==> config.mk <==
export PLATFORM = sky130hd
export DESIGN_NAME = wb_bus_arbiter
export DESIGN_NICKNAME = d
export VERILOG_FILES = /design/src/rtl/wb_bus_arbiter_pkg.sv /design/src/rtl/wb_arb_timeout.sv /design/src/rtl/wb_bus_arbiter.sv
export SDC_FILE = /design/constraint.sdc
export NUM_CORES = 1
export LEC_CHECK = 0
export CORE_AREA = 2 2 122 124
export DETAILED_ROUTE_END_ITERATION = 8
export DIE_AREA = 0 0 124 126
export SYNTH_ARGS = -nofsm -noshare
export SYNTH_HDL_FRONTEND = slang
export SYNTH_HIERARCHICAL = 1
export SYNTH_SLANG_ARGS = --single-unit
==> constraint.sdc <==
create_clock -name CLK_I -period 2.9 [get_ports CLK_I]
set_clock_uncertainty 0.1 [all_clocks]
set_input_delay 0.435 -clock CLK_I [delete_from_list [all_inputs] [get_ports CLK_I]]
set_output_delay 0.435 -clock CLK_I [all_outputs]
set_load 0.02 [all_outputs]
==> src/rtl/wb_bus_arbiter_pkg.sv <==
// rtl/wb_bus_arbiter_pkg.sv - shared bus definitions for the two-master Wishbone arbiter
package wb_bus_arbiter_pkg;

    typedef enum logic [1:0] {
        WBARB_IDLE = 2'd0,
        WBARB_GNT0 = 2'd1,
        WBARB_GNT1 = 2'd2
    } wbarb_state_t;

    localparam logic WBARB_M0 = 1'b0;
    localparam logic WBARB_M1 = 1'b1;

endpackage

==> src/rtl/wb_arb_timeout.sv <==
// rtl/wb_arb_timeout.sv - clear/increment/saturate bus-cycle timeout counter
module wb_arb_timeout #(
    parameter int TIMEOUT = 255,
    parameter int TO_W    = 16
) (
    input  logic CLK_I,
    input  logic RST_N_I,
    input  logic clr,
    input  logic inc,
    output logic hit
);

    localparam logic [TO_W-1:0] LIMIT = TO_W'(TIMEOUT - 1);

    logic [TO_W-1:0] count;

    // Holding at LIMIT keeps hit asserted instead of wrapping back to zero.
    always_ff @(posedge CLK_I or negedge RST_N_I) begin
        if (!RST_N_I) begin
            count <= '0;
        end else if (clr) begin
            count <= '0;
        end else if (inc && (count != LIMIT)) begin
            count <= count + 1'b1;
        end
    end

    assign hit = (count == LIMIT);

endmodule

==> src/rtl/wb_bus_arbiter.sv <==
// rtl/wb_bus_arbiter.sv - shares one Wishbone slave port between data (M0) and fetch (M1) masters
module wb_bus_arbiter
    import wb_bus_arbiter_pkg::*;
#(
    parameter bit ROUND_ROBIN = 1'b1,
    parameter int TIMEOUT     = 255,
    parameter int TO_W        = 16
) (
    input  logic        CLK_I,
    input  logic        RST_N_I,
    input  logic [31:0] M0_ADR_I,
    input  logic [31:0] M0_DAT_I,
    input  logic [3:0]  M0_SEL_I,
    input  logic        M0_CYC_I,
    input  logic        M0_STB_I,
    input  logic        M0_WE_I,
    input  logic [31:0] M1_ADR_I,
    input  logic [31:0] M1_DAT_I,
    input  logic [3:0]  M1_SEL_I,
    input  logic        M1_CYC_I,
    input  logic        M1_STB_I,
    input  logic        M1_WE_I,
    output logic [31:0] M0_DAT_O,
    output logic [31:0] M1_DAT_O,
    output logic        M0_ACK_O,
    output logic        M1_ACK_O,
    output logic        M0_ERR_O,
    output logic        M1_ERR_O,
    output logic [31:0] ADR_O,
    output logic [31:0] DAT_O,
    output logic [3:0]  SEL_O,
    output logic        CYC_O,
    output logic        STB_O,
    output logic        WE_O,
    input  logic [31:0] DAT_I,
    input  logic        ACK_I,
    output logic [1:0]  GNT_O
);

    wbarb_state_t state, state_nxt;
    logic         last_grant;
    logic         granted;
    logic         to_hit;
    logic         to_fire;

    assign granted = (state != WBARB_IDLE);
    assign to_fire = granted && to_hit && !ACK_I;

    // Counter sits at zero throughout IDLE, so every grant starts from a clean count.
    wb_arb_timeout #(
        .TIMEOUT (TIMEOUT),
        .TO_W    (TO_W)
    ) u_timeout (
        .CLK_I   (CLK_I),
        .RST_N_I (RST_N_I),
        .clr     (!granted),
        .inc     (granted && !ACK_I),
        .hit     (to_hit)
    );

    always_ff @(posedge CLK_I or negedge RST_N_I) begin
        if (!RST_N_I) begin
            state      <= WBARB_IDLE;
            last_grant <= WBARB_M1;
        end else begin
            state <= state_nxt;
            if (state == WBARB_IDLE && state_nxt == WBARB_GNT0) last_grant <= WBARB_M0;
            if (state == WBARB_IDLE && state_nxt == WBARB_GNT1) last_grant <= WBARB_M1;
        end
    end

    always_comb begin
        state_nxt = state;
        case (state)
            WBARB_IDLE: begin
                if (M0_CYC_I && M1_CYC_I) begin
                    if (ROUND_ROBIN && (last_grant == WBARB_M0)) state_nxt = WBARB_GNT1;
                    else                                          state_nxt = WBARB_GNT0;
                end else if (M0_CYC_I) begin
                    state_nxt = WBARB_GNT0;
                end else if (M1_CYC_I) begin
                    state_nxt = WBARB_GNT1;
                end
            end
            WBARB_GNT0: if (ACK_I || !M0_CYC_I || to_fire) state_nxt = WBARB_IDLE;
            WBARB_GNT1: if (ACK_I || !M1_CYC_I || to_fire) state_nxt = WBARB_IDLE;
            default:    state_nxt = WBARB_IDLE;
        endcase
    end

    assign M0_DAT_O = DAT_I;
    assign M1_DAT_O = DAT_I;

    // A timed-out cycle drops CYC/STB in the same cycle the owner sees ERR.
    always_comb begin
        ADR_O    = '0;
        DAT_O    = '0;
        SEL_O    = '0;
        CYC_O    = 1'b0;
        STB_O    = 1'b0;
        WE_O     = 1'b0;
        M0_ACK_O = 1'b0;
        M1_ACK_O = 1'b0;
        M0_ERR_O = 1'b0;
        M1_ERR_O = 1'b0;
        GNT_O    = 2'b00;
        case (state)
            WBARB_GNT0: begin
                ADR_O    = M0_ADR_I;
                DAT_O    = M0_DAT_I;
                SEL_O    = M0_SEL_I;
                WE_O     = M0_WE_I;
                CYC_O    = M0_CYC_I && !to_fire;
                STB_O    = M0_CYC_I && M0_STB_I && !to_fire;
                M0_ACK_O = ACK_I;
                M0_ERR_O = to_fire;
                GNT_O    = 2'b01;
            end
            WBARB_GNT1: begin
                ADR_O    = M1_ADR_I;
                DAT_O    = M1_DAT_I;
                SEL_O    = M1_SEL_I;
                WE_O     = M1_WE_I;
                CYC_O    = M1_CYC_I && !to_fire;
                STB_O    = M1_CYC_I && M1_STB_I && !to_fire;
                M1_ACK_O = ACK_I;
                M1_ERR_O = to_fire;
                GNT_O    = 2'b10;
            end
            default: ;
        endcase
    end

endmodule

==> results of run 1 <==
## worst paths after layout
check                                            start                               to  cells past startpoint
worst min register to register  last_grant$_DFFE_PN1P_           last_grant$_DFFE_PN1P_                      2
worst min-delay path            last_grant$_DFFE_PN1P_           last_grant$_DFFE_PN1P_                      2
worst max-delay path                state[1]$_DFF_PN0_                         ADR_O[1]                      6
max in group asynchronous                      RST_N_I               state[1]$_DFF_PN0_                      1
min in group asynchronous                      RST_N_I   u_timeout/count[4]$_DFFE_PN0P_                      1
worst max register to register      state[0]$_DFF_PN0_  u_timeout/count[15]$_DFFE_PN0P_                      8
## synthesized netlist by cell type, types with 2 or more instances
library cell / instances / area (µm²)
sky130_fd_sc_hd__a21oi_1: 10 / 50.1
sky130_fd_sc_hd__nand3_1: 7 / 35.0
sky130_fd_sc_hd__buf_1: 2 / 7.51
sky130_fd_sc_hd__nor3_1: 4 / 20.0
sky130_fd_sc_hd__buf_2: 14 / 70.1
sky130_fd_sc_hd__nor2_1: 13 / 48.8
sky130_fd_sc_hd__buf_4: 65 / 488
sky130_fd_sc_hd__nand4_1: 2 / 12.5
sky130_fd_sc_hd__nor2b_1: 71 / 444
sky130_fd_sc_hd__xnor2_1: 3 / 26.3
sky130_fd_sc_hd__a22oi_1: 70 / 526
sky130_fd_sc_hd__clkbuf_1: 9 / 33.8
sky130_fd_sc_hd__and2_1: 3 / 18.8
sky130_fd_sc_hd__or3_1: 3 / 18.8
sky130_fd_sc_hd__inv_1: 7 / 26.3
sky130_fd_sc_hd__nand2_1: 11 / 41.3
sky130_fd_sc_hd__and3_1: 3 / 18.8
sky130_fd_sc_hd__o21bai_1: 3 / 22.5
sky130_fd_sc_hd__nor4_1: 3 / 18.8
sky130_fd_sc_hd__a31oi_1: 7 / 43.8
sky130_fd_sc_hd__and4b_1: 2 / 20.0
sky130_fd_sc_hd__dfrtp_1: 18 / 450
sky130_fd_sc_hd__a211oi_1: 2 / 15.0
sky130_fd_sc_hd__o21ai_0: 2 / 10.0
sky130_fd_sc_hd__ha_1: 8 / 100
## metal layers
metal,vias up,wire [µm]
met5,-,0
met4,0,398
met3,30,2010
met2,185,6680
met1,1538,5010
li1,1531,-
## metrics by stage
stage / setup TNS (ps) / hold slack [ps] / std cells
2_1_floorplan: 0 / 39.4 / 363
5_1_grt: -3.33 / 479 / 694
4_1_cts: 0 / 459 / 692
3_3_place_gp: 0 / 432 / 687
6_report: 0 / 463 / 694
3_5_place_dp: 0 / 447 / 687
## flip-flops by register name, indices dropped and copies added (netlist names)
signal           count
u_timeout/count     16
state                2
last_grant           1
## repair_timing
item,4_1_cts,5_1_grt
resized for setup,3,47
gates cloned,1,1
endpoints found under the setup margin,2,68
endpoints found under the hold margin,0,0
setup buffers,0,0
## layout by cell type, fill, tap and decap left out, types with 3 or more instances in the layout
cell	instances
sky130_fd_sc_hd__and3_1	3
sky130_fd_sc_hd__nor2_1	13
sky130_fd_sc_hd__inv_1	6
sky130_fd_sc_hd__a31oi_1	7
sky130_fd_sc_hd__and2_1	3
sky130_fd_sc_hd__xnor2_1	3
sky130_fd_sc_hd__ha_1	5
sky130_fd_sc_hd__nor2b_1	71
sky130_fd_sc_hd__nand3_1	7
sky130_fd_sc_hd__buf_12	3
sky130_fd_sc_hd__nand2_1	11
sky130_fd_sc_hd__a22oi_1	70
sky130_fd_sc_hd__o21bai_1	3
sky130_fd_sc_hd__dfrtp_1	16
sky130_fd_sc_hd__or3_1	3
sky130_fd_sc_hd__clkbuf_16	4
sky130_fd_sc_hd__nor3_1	4
sky130_fd_sc_hd__dlymetal6s2s_1	42
sky130_fd_sc_hd__buf_4	8
sky130_fd_sc_hd__clkdlybuf4s50_1	175
sky130_fd_sc_hd__a21oi_1	10
## area by class of cell
cell class              count  area, µm²  area share, %
diodes                      1       2.50         0.0502
inverters                   7       26.3          0.527
repair buffers            232       2470           49.6
multi-input cells         247       1700           34.0
well taps                 184        230           4.62
clock buffers               4       78.8           1.58
flip-flops and latches     19        479           9.61
## logic make-up (layout without fill, tap and decap cells)
| group | count (synthesis) | in the layout | synth area share [%] |
|---|---|---|---|
| adders and majority gates | 8 | 8 | 3.61 |
| DFF | 19 | 19 | 17.2 |
| buffers and inverters | 97 | 243 | 22.5 |
| other | 0 | 1 | 0 |
| xor gates and xnor gates | 4 | 4 | 1.26 |
| and+or+nand+nor | 131 | 131 | 28.3 |
| muxes | 1 | 1 | 0.361 |
| AOI/OAI and AO/OA | 103 | 103 | 26.8 |
## report_power, final
group	internal [mW]	total (mW)	switching, mW
registers	0.307	0.354	0.0474
clock network	0.187	0.287	0.0994
logic	1.52	3.13	1.61
total	2.01	3.77	1.76
## worst reg2reg max path, delay by kind of cell, from the launching register on
family,cells,cell delay [ps]
AO/OA/AOI/OAI,1,150
flip-flops,1,430
AND/OR/NAND/NOR,4,960
buffers and inverters,2,330
adder cells (fa/ha/maj),1,210
==> flow_summary.toml, run 1 <==
[status]
status = "completed"

[finish]
postLayoutCellArea_um2 = 4990
final_core_util_pct = 34.8
syn2layout_area_growth_pct = 79.7
drive_gt1_share_pct = 5.70
layout.nets = 695
num-fill-cells = 1467

[timing]
worst_slack_ps = 92.8
share_of_the_cycle_needed_by_the_critical_path_after_routing_pct = 96.8
maxClockFrequency_mhz = 356
timing_hold_violations_final = 0
max_slew_headroom_pct = 44.8
final-setup-viol-count = 0
finalMaxSlewViolations = 0
worstMarginPinSlew_ps = 826
finalCriticalPeriod_ps = 2810

[global_route]
top_usage_layer = "met2"
wire_length_of_the_first_global_routing_pass_mm = 18.9
largest_net_degree_at_the_start_of_global_routing = 70
grt_util_all_layers_pct = 15.9
grt.overflow.total = 0
grt_pass1_vias = 3145
met3_usage_pct = 8.15
globalRouteMet1Util_pct = 17.6
number_of_antenna_violations_at_the_first_check_in_global_routing = 1
met2_usage_pct = 26.1

[setup_path]
max_stage_delay_ps = 610
crit_slowest_cell = "sky130_fd_sc_hd__clkdlybuf4s50_1"
cp_top_family = "buffers and inverters"
start_kind = "register"
worst_reg2reg_setup_slack_ps = 640
critPathBufInv = 3
worstSetupEndpointType = "primary output"
critical_path_class = "register to primary output"
cp_cell_sequence = "inv_1 -> ha_4 -> bufbuf_16 -> a22oi_1 -> nor2b_1 -> clkdlybuf4s50_1"
timing.critical_path.required_ps = 2370
biggest_fanout_along_the_worst_timing_path = 34
worst-endpoint-arrival_ps = 2270

[drt]
route.detailed.vias_per_inst = 4.73
count_of_vias_placed_by_the_detailed_router = 3284
drcViolationCount = 0
drt_wl_total_mm = 14.1
post_detailed_route_count_of_antenna_violating_nets = 0
drtPass1Iterations = 5
initial_drt_markers = 173
wl_per_cell_um = 20.3

[placed_design]
post-dp-hpwl_mm = 11.1
portBuffers = 221
place.gp.congestion = 0.886
preCtsSetupSlack_ps = 261
detailed_place.area_um2 = 4720

[die]
die_w_um = 124
row_count = 44
chipHeight_um = 126
io-pin-count = 318
placeableCoreArea_um2 = 14300
fp.dieArea_um2 = 15600
initial_utilization_pct = 19.4

[clocking]
worst_setup_hold_path_clk_slew_ps = 60
clock_insertion_delay_worst_skew_ps = 250
clock_sinks = 19
root_buffer = "sky130_fd_sc_hd__clkbuf_16"
cts-buffers-inserted = 3
buffer_levels_on_the_longest_clock_path = 2
htree_num_levels = 1
hold_buffers = 0
tritoncts = "yes"

[hold_path]
hold_path_class = "register to register"

[synth]
number_of_instances_in_the_synthesized_netlist = 363
synth_enable_flop_cells = 0
synth.distinct_cells = 46
postSynthRegisterBits = 19
synth.net_count = 548
synthesis.yosys.warnings = 6
async_reset_ff_share_pct = 100
average_footprint_of_a_synthesized_cell_um2 = 7.65
seq_area_frac_synth_pct = 17.2
synthesis.area_um2 = 2780
primary_ff_master_synth = "sky130_fd_sc_hd__dfrtp_1"

[power]
totalPowerFinal_mw = 3.77
total_power_divided_by_cell_area_nw_per_um2 = 757
static-leakage-power_nw = 2.43
worst_ir_drop_vdd_v = 0.000295

[run]
maxCapViolations = 0
(Power assumes the default switching activity.)
==> run 2: changes to the inputs <==
--- a/config.mk
+++ b/config.mk
@@ -6,8 +6,10 @@
 export NUM_CORES = 1
 export LEC_CHECK = 0
 export CORE_AREA = 2 2 122 124
+export CTS_CLUSTER_SIZE = 12
 export DETAILED_ROUTE_END_ITERATION = 8
 export DIE_AREA = 0 0 124 126
+export SLEW_MARGIN = 5
 export SYNTH_ARGS = -nofsm -noshare
 export SYNTH_HDL_FRONTEND = slang
 export SYNTH_HIERARCHICAL = 1
==> results of run 2 <==
The final DEF is identical to that of run 1; final timing and power are the same.
==> run 3: changes to the inputs <==
--- a/config.mk
+++ b/config.mk
@@ -5,6 +5,7 @@
 export SDC_FILE = /design/constraint.sdc
 export NUM_CORES = 1
 export LEC_CHECK = 0
+export ABC_CLOCK_PERIOD_IN_PS = 2900
 export CORE_AREA = 2 2 122 124
 export CTS_CLUSTER_SIZE = 12
 export DETAILED_ROUTE_END_ITERATION = 8
==> results of run 3 <==
The final DEF is identical to that of run 1; final timing and power are the same.
